File: src/rtl/divider.sv
// divider -- multicycle restoring integer divider for the MIPS div/divu path.
// One quotient bit is resolved per clock; a request completes 33 edges after
// the start edge, or one edge after it when the divisor is zero.
//
// Build option: define DIVIDER_SIGNED_EN for two's-complement (div) results;
// leave it undefined for unsigned (divu) results.
//
// Ports:
//   clk          : CPU clock, rising edge
//   reset        : synchronous, active-high; clears operands, results and FSM
//   dloadab      : capture a_in/b_in into the operand registers (ignored while busy)
//   div          : start request, sampled in IDLE
//   a_in, b_in   : dividend / divisor
//   div_low_out  : quotient  (to LO)
//   div_high_out : remainder (to HI)
//   divzero      : level flag, divisor was zero on the last accepted start
//   div_busy     : high while iterations are in progress
//   div_done     : one-cycle completion pulse
module divider #(
  parameter int WIDTH = 32
) (
  input  logic             clk,
  input  logic             reset,
  input  logic             dloadab,
  input  logic             div,
  input  logic [WIDTH-1:0] a_in,
  input  logic [WIDTH-1:0] b_in,
  output logic [WIDTH-1:0] div_low_out,
  output logic [WIDTH-1:0] div_high_out,
  output logic             divzero,
  output logic             div_busy,
  output logic             div_done
);

  localparam int CW = $clog2(WIDTH);

  typedef enum logic [1:0] {
    S_IDLE,
    S_RUN,
    S_FIX,
    S_ZERO
  } state_t;

  state_t           r_state;
  state_t           w_state_nxt;

  logic [WIDTH-1:0] r_a;
  logic [WIDTH-1:0] r_b;
  logic [WIDTH-1:0] r_rem;
  logic [WIDTH-1:0] r_quo;
  logic [WIDTH-1:0] r_dvsr;
  logic [CW-1:0]    r_cnt;

  logic             w_idle;
  logic [WIDTH-1:0] w_opa;
  logic [WIDTH-1:0] w_opb;
  logic [WIDTH-1:0] w_mag_a;
  logic [WIDTH-1:0] w_mag_b;
  logic [WIDTH:0]   w_rem_sh;
  logic [WIDTH:0]   w_diff;
  logic             w_last;
  logic [WIDTH-1:0] w_fix_q;
  logic [WIDTH-1:0] w_fix_r;

  assign w_idle = (r_state == S_IDLE);

  // Operands being loaded this cycle bypass the operand registers on a start.
  assign w_opa = dloadab ? a_in : r_a;
  assign w_opb = dloadab ? b_in : r_b;

`ifdef DIVIDER_SIGNED_EN
  logic r_neg_q;
  logic r_neg_r;

  // 0x80000000 has no positive counterpart but its unsigned magnitude is exact.
  assign w_mag_a = w_opa[WIDTH-1] ? -w_opa : w_opa;
  assign w_mag_b = w_opb[WIDTH-1] ? -w_opb : w_opb;
  assign w_fix_q = r_neg_q ? -r_quo : r_quo;
  assign w_fix_r = r_neg_r ? -r_rem : r_rem;
`else
  assign w_mag_a = w_opa;
  assign w_mag_b = w_opb;
  assign w_fix_q = r_quo;
  assign w_fix_r = r_rem;
`endif

  // Shifted partial remainder can reach WIDTH+1 bits; a set MSB of the
  // difference means the trial subtract borrowed.
  assign w_rem_sh = {r_rem, r_quo[WIDTH-1]};
  assign w_diff   = w_rem_sh - {1'b0, r_dvsr};
  assign w_last   = (r_cnt == CW'(WIDTH - 1));

  always_comb begin
    w_state_nxt = r_state;
    case (r_state)
      S_IDLE: if (div) w_state_nxt = (w_opb == '0) ? S_ZERO : S_RUN;
      S_RUN:  if (w_last) w_state_nxt = S_FIX;
      S_FIX:  w_state_nxt = S_IDLE;
      S_ZERO: w_state_nxt = S_IDLE;
      default: w_state_nxt = S_IDLE;
    endcase
  end

  always_ff @(posedge clk) begin
    if (reset) r_state <= S_IDLE;
    else       r_state <= w_state_nxt;
  end

  always_ff @(posedge clk) begin
    if (reset) begin
      r_a          <= '0;
      r_b          <= '0;
      r_rem        <= '0;
      r_quo        <= '0;
      r_dvsr       <= '0;
      r_cnt        <= '0;
      div_low_out  <= '0;
      div_high_out <= '0;
      divzero      <= 1'b0;
      div_busy     <= 1'b0;
      div_done     <= 1'b0;
`ifdef DIVIDER_SIGNED_EN
      r_neg_q      <= 1'b0;
      r_neg_r      <= 1'b0;
`endif
    end else begin
      div_done <= 1'b0;
      if (w_idle && dloadab) begin
        r_a <= a_in;
        r_b <= b_in;
      end
      case (r_state)
        S_IDLE: begin
          if (div) begin
            divzero <= 1'b0;
            r_rem   <= '0;
            r_quo   <= w_mag_a;
            r_dvsr  <= w_mag_b;
            r_cnt   <= '0;
`ifdef DIVIDER_SIGNED_EN
            r_neg_q <= w_opa[WIDTH-1] ^ w_opb[WIDTH-1];
            r_neg_r <= w_opa[WIDTH-1];
`endif
          end
        end
        S_RUN: begin
          div_busy <= 1'b1;
          r_rem    <= w_diff[WIDTH] ? w_rem_sh[WIDTH-1:0] : w_diff[WIDTH-1:0];
          r_quo    <= {r_quo[WIDTH-2:0], ~w_diff[WIDTH]};
          r_cnt    <= r_cnt + 1'b1;
        end
        S_FIX: begin
          div_low_out  <= w_fix_q;
          div_high_out <= w_fix_r;
          div_done     <= 1'b1;
          div_busy     <= 1'b0;
        end
        S_ZERO: begin
          divzero  <= 1'b1;
          div_done <= 1'b1;
        end
        default: ;
      endcase
    end
  end

endmodule

File: config.mk
export PLATFORM = sky130hd
export DESIGN_NAME = divider
export DESIGN_NICKNAME = d
export VERILOG_FILES = /design/src/rtl/divider.sv
export SDC_FILE = /design/constraint.sdc
export NUM_CORES = 1
export LEC_CHECK = 0
export ABC_AREA = 1
export ABC_CLOCK_PERIOD_IN_PS = 2650
export CAP_MARGIN = 20
export CORE_ASPECT_RATIO = 0.6
export CORE_MARGIN = 5
export CORE_UTILIZATION = 52
export CTS_BUF_LIST = sky130_fd_sc_hd__clkbuf_8 sky130_fd_sc_hd__clkbuf_16
export CTS_CLUSTER_DIAMETER = 150
export DETAILED_ROUTE_END_ITERATION = 10
export GPL_TIMING_DRIVEN = 0
export PLACE_DENSITY = 0.74
export SLEW_MARGIN = 20
export SYNTH_ARGS = -nofsm -noshare
export SYNTH_HDL_FRONTEND = slang
export SYNTH_SLANG_ARGS = --single-unit
File: constraint.sdc
create_clock -name clk -period 2.65 [get_ports clk]
set_clock_uncertainty 0.2 [all_clocks]
set_input_delay 0.3975 -clock clk [delete_from_list [all_inputs] [get_ports clk]]
set_output_delay 0.3975 -clock clk [all_outputs]
set_load 0.05 [all_outputs]
[Word-level counts from Yosys, hierarchy flattened]
Cells that the tools add are included.
Cells by class
  multiplexer cells: 17
  eq/ne operators: 6
  bitwise logic cells: 1
  reductions and logical operators: 11
  add/subtract/negate cells: 2
Operators with widths (number)
  $mux W32: 5
  $pmux W32 S2: 2
  $sub A33 B32 Y33: 1
  $logic_not A32 Y1: 1
  $pmux W5 S2: 1
  $reduce_and A2 Y1: 4
  $mux W2: 3
  $pmux W2 S3: 1
  $reduce_bool A2 Y1: 3
  $add A5 B1 Y5 const B: 1
  $eq A5 B5 Y1 const B: 1
  $mux W5: 1
  $eq A2 B2 Y1 const B: 2
  $ne A2 B2 Y1 const B: 2
  $pmux W1 S2: 2
  $eq A2 B1 Y1 const B: 1
  $logic_not A2 Y1: 1
  $mux W1: 2
  $reduce_or A2 Y1: 1
  $logic_and A1 B1 Y1: 1
  $not A1 Y1: 1
Storage, ports and cells
  flip-flop bits (word level): 234
  word-level logic and storage cells: 49

[Longest topological paths before layout]
  depth in word-level cells: 5
  depth in mapped cells: 19
  gate-level depth less buffers: 18

[Least setup slack after synthesis]
No wires, ideal clock.
  path kind: register to register
  start point: register r_quo[31]
  end point: register r_rem[13]
  buffers on the path: 1
  slack: 0.282 ns
  clock period less this slack: 2.368 ns
  required time: 2.312 ns
  library setup time: 0.138 ns
  arrival time: 2.030 ns
  cell stages (with the launch flop): 18
  cell sequence: dfxtp_1 > inv_1 > ha_1 > inv_1 > fa_1 > nand2_1 > nand2_1 > nand3_1 > nand2_2 > nand2_2 > nand2_4 > nand2_4 > nand3_4 > nand2_4 > buf_6 > nand2_2 > nand3_2 > a21oi_2
Between the ends
  word-level cells in the longest chain between the ends: 3
Ends and longest elaborated chain
  start, declared: RTL line 50  | logic [WIDTH-1:0] r_quo;
  start signal, assigned: RTL line 137  | r_quo <= w_mag_a;
  start signal, assigned: RTL line 149  | r_quo <= {r_quo[WIDTH-2:0], ~w_diff[WIDTH]};
  $sub A33 B32 Y33: RTL line 90  | assign w_diff = w_rem_sh - {1'b0, r_dvsr};
  $mux W32: RTL line 148  | r_rem <= w_diff[WIDTH] ? w_rem_sh[WIDTH-1:0] : w_diff[WIDTH-1:0];
  $pmux W32 S2: RTL line 132  | case (r_state)
  end signal, assigned: RTL line 148
  end, declared: RTL line 49  | logic [WIDTH-1:0] r_rem;
No other way between the ends.
A chain may end at the register's enable or synchronous reset.

[Worst setup path in the final report]
  start point: register r_quo[31]
  end point: register r_rem[30]
Same word-level chain as after synthesis.

==> impl_metrics.ini <==
[detailed_routing]
route.detailed.drc = 0
wl_per_cell_um = 17.77
dr.pass1.iters = 5
dr.max_layer_used = met4
route.met2.wl_um = 15740
routed_wl_um = 42540
num_vias = 13120
antenna_left = 0
dr.first_iter.drc_count = 1512
wl_met3_um = 5615
routed_via_density = 5.479
wl_met1_um = 20430

[synthesis]
yosysWarningCount = 0
syn-cell-area_mm2 = 0.01240
synth.yosys.seq_area_share_pct = 37.76
synth_nets = 1998
avgSynthCellArea_um2 = 6.560
synth_enable_flop_cells = 0
synth_ff_type = dfxtp_1
synthArstFlopShare_pct = 0
ys_seq_elements = 234
synth_cell_types = 34
syn_inst = 1891

[clocking]
cts_buffer_depth = 3
clockRootBuffer = clkbuf_16
insertion_delay_ps = 530
hold_buffers = 0
numCtsBuffers = 23
htreeDepth = 1
cts_tree = yes
path_clk_slew_ps = 70
cts.sinks = 234

[power]
p_leak_nw = 7.032
powerDensity_mw_per_mm2 = 1044
vdd_drop_max_v = 0.0005997
total_power_w = 0.01615

[floorplan]
io_pins = 135
start_util_pct = 53.25
die_x_um = 209.4
dieArea_mm2 = 0.02714
core_mm2 = 0.02330
fp.dieH_um = 129.6
rows = 43

[job]
timing.max_cap.violations = 0

[sta]
fmax_mhz = 381.8
rsz0062_at_grt = true
worst_pin_slew_ps = 933.5
slew-limit-headroom_pct = 37.77
fin_ws_ps = 31.04
hold_viol_final = 0
min_period_ps = 2619
slew_viol_final = 0
min_period_over_period_pct = 98.83
setup_viol = 0

[place]
dp_cells = 2339
preCtsSetupSlack_ps = -589.4
place.gp.congestion = 0.9895
port_buffers = 133
dp_hpwl_um = 32650

[hold_path]
whs_path_depth = 5
min_path_type = in -> reg

[status]
status = complete, no violations

[final_layout]
layout-drive-gt1-share_pct = 10.53
area_growth_syn_to_layout_pct = 24.67
seqCellArea_mm2 = 0.004691
fin_cells = 2394
final_net_count = 2173
fillers = 2111
diodes = 0
multi_input_area_mm2 = 0.006558

[critical_path]
rr_worst_depth = 19
worstSetupPathType = reg -> reg
path_max_fanout = 6
cp.arrival_ps = 2800
required_ps = 2830
startpoint_type = flop
worst_setup_path_end_kind = flop

[grt]
grt_overflow = 0
grt_pass1_vias = 11490
antenna_found_initial = 0
grtUsageTotal_pct = 29.80
grt_first_pass_wirelength_um = 64220
grt_max_degree = 16
-- routing by layer --
metal / up-vias / track usage, %
li1: 6330 / -
met1: 6064 / 47.38
met2: 671 / 38.81
met3: 51 / 9.654
met4: 0 / 5.215
met5: - / 0
-- what timing repair did --
action | 4_1_cts | 5_1_grt
setup endpoints to repair | 69 | 75
pin swaps | 3 | 20
cloned | 0 | 2
resized for setup | 20 | 111
buffers inserted | 5 | 10
-- registers in the layout (all words and copies together) (netlist names) --
register	flops
r_rem	32
r_b	32
r_a	32
r_quo	32
r_dvsr	32
div_done	1
div_busy	1
r_cnt	5
div_low_out	32
divzero	1
r_state	2
div_high_out	32
-- Yosys cell counts (15+ instances only) --
| master | n | area share (%) |
|---|---|---|
| dfxtp_1 | 234 | 38 |
| nand2_2 | 22 | 1.1 |
| inv_1 | 286 | 8.7 |
| nand2_1 | 458 | 14 |
| a21oi_1 | 172 | 6.9 |
| ha_1 | 38 | 3.8 |
| nor2_1 | 157 | 4.8 |
| nand3_1 | 48 | 1.9 |
| clkbuf_1 | 81 | 2.5 |
| o21ai_0 | 241 | 9.7 |
| a31oi_1 | 30 | 1.5 |
| nand4_1 | 15 | 0.76 |
-- final timing paths --
check / from / to / slack (ps)
worst min register to register: r_a[11]$_SDFFE_PP0P_ / r_a[11]$_SDFFE_PP0P_ / 250
worst max register to register: r_quo[31]$_SDFFE_PP0P_ / r_rem[30]$_SDFFE_PP0P_ / 30
worst max-delay path: r_quo[31]$_SDFFE_PP0P_ / r_rem[30]$_SDFFE_PP0P_ / 30
worst min-delay path: dloadab / r_dvsr[10]$_SDFFE_PP0P_ / 220
-- critical path: stages, from the launching register on --
cell and delay, ps:
dfxtp_2 340, inv_4 90, ha_4 150, inv_4 40, fa_2 350, nand2_1 70
nand2_1 70, nand3_2 90, nand2_4 70, nand2_2 90, nand2_4 80, nand2_8 120
nand2_8 70, nand2_4 110, nand2_8 90, buf_8 150, nor2_2 100, nor2_1 50
nor2_1 100, nor2_1 40
-- layout by cell type (no fill, tap or decap), drive strengths merged --
master	instances
buf	33
a31oi	30
nand3	60
a21oi	186
xor2	9
fa	1
nor3	5
bufinv	1
or2	1
o21ai	241
nand4	15
clkinvlp	1
a211oi	10
and2	3
and3	2
clkbuf	110
ha	38
clkinv	9
nor4	3
inv	296
nand2	486
xnor2	6
o21bai	1
clkdlybuf4s50	133
nor2	163
a21o	2
dfxtp	234
-- area by class of cell --
class | instances | share of cell area, %
Clock inverter | 10 | 0.5906
Multi-Input combinational cell | 1262 | 42.40
Clock buffer | 28 | 4.167
Inverter | 297 | 7.282
Tap cell | 315 | 2.549
Buffer | 98 | 2.888
Sequential cell | 234 | 30.33
Timing Repair Buffer | 150 | 9.790
-- where the power goes --
| part | internal, W | switching (W) | total (W) |
|---|---|---|---|
| Combinational | 0.00231 | 0.00547 | 0.00778 |
| Sequential | 0.00454 | 0.000551 | 0.00509 |
| Clock | 0.00183 | 0.00145 | 0.00328 |
| Total | 0.00868 | 0.00747 | 0.0162 |
-- stage by stage --
stage | area [um^2] | TNS [ps] | utilization [%] | hold slack, ps
2_1_floorplan | 12400 | 0 | - | 224.4
3_3_place_gp | 14130 | -26980 | 60.65 | 233.1
3_5_place_dp | 14130 | -29070 | 60.65 | 240.6
4_1_cts | 14960 | 0 | 64.23 | 199.1
5_1_grt | 15460 | -658.1 | 66.38 | 245.7
6_report | 15460 | 0 | 66.38 | 216.6
-- cells by family (layout without fill, tap and decap cells) --
logic type      Yosys count  count (layout)  share of synthesized area [%]
simple gates            738             738                          24.94
compound gates          470             470                          20.01
buf+inv                 395             583                          12.23
flops                   234             234                          37.76
fa+ha+maj                39              39                          3.994
xor+xnor                 15              15                          1.059
Power figures use the tool's default switching activity.
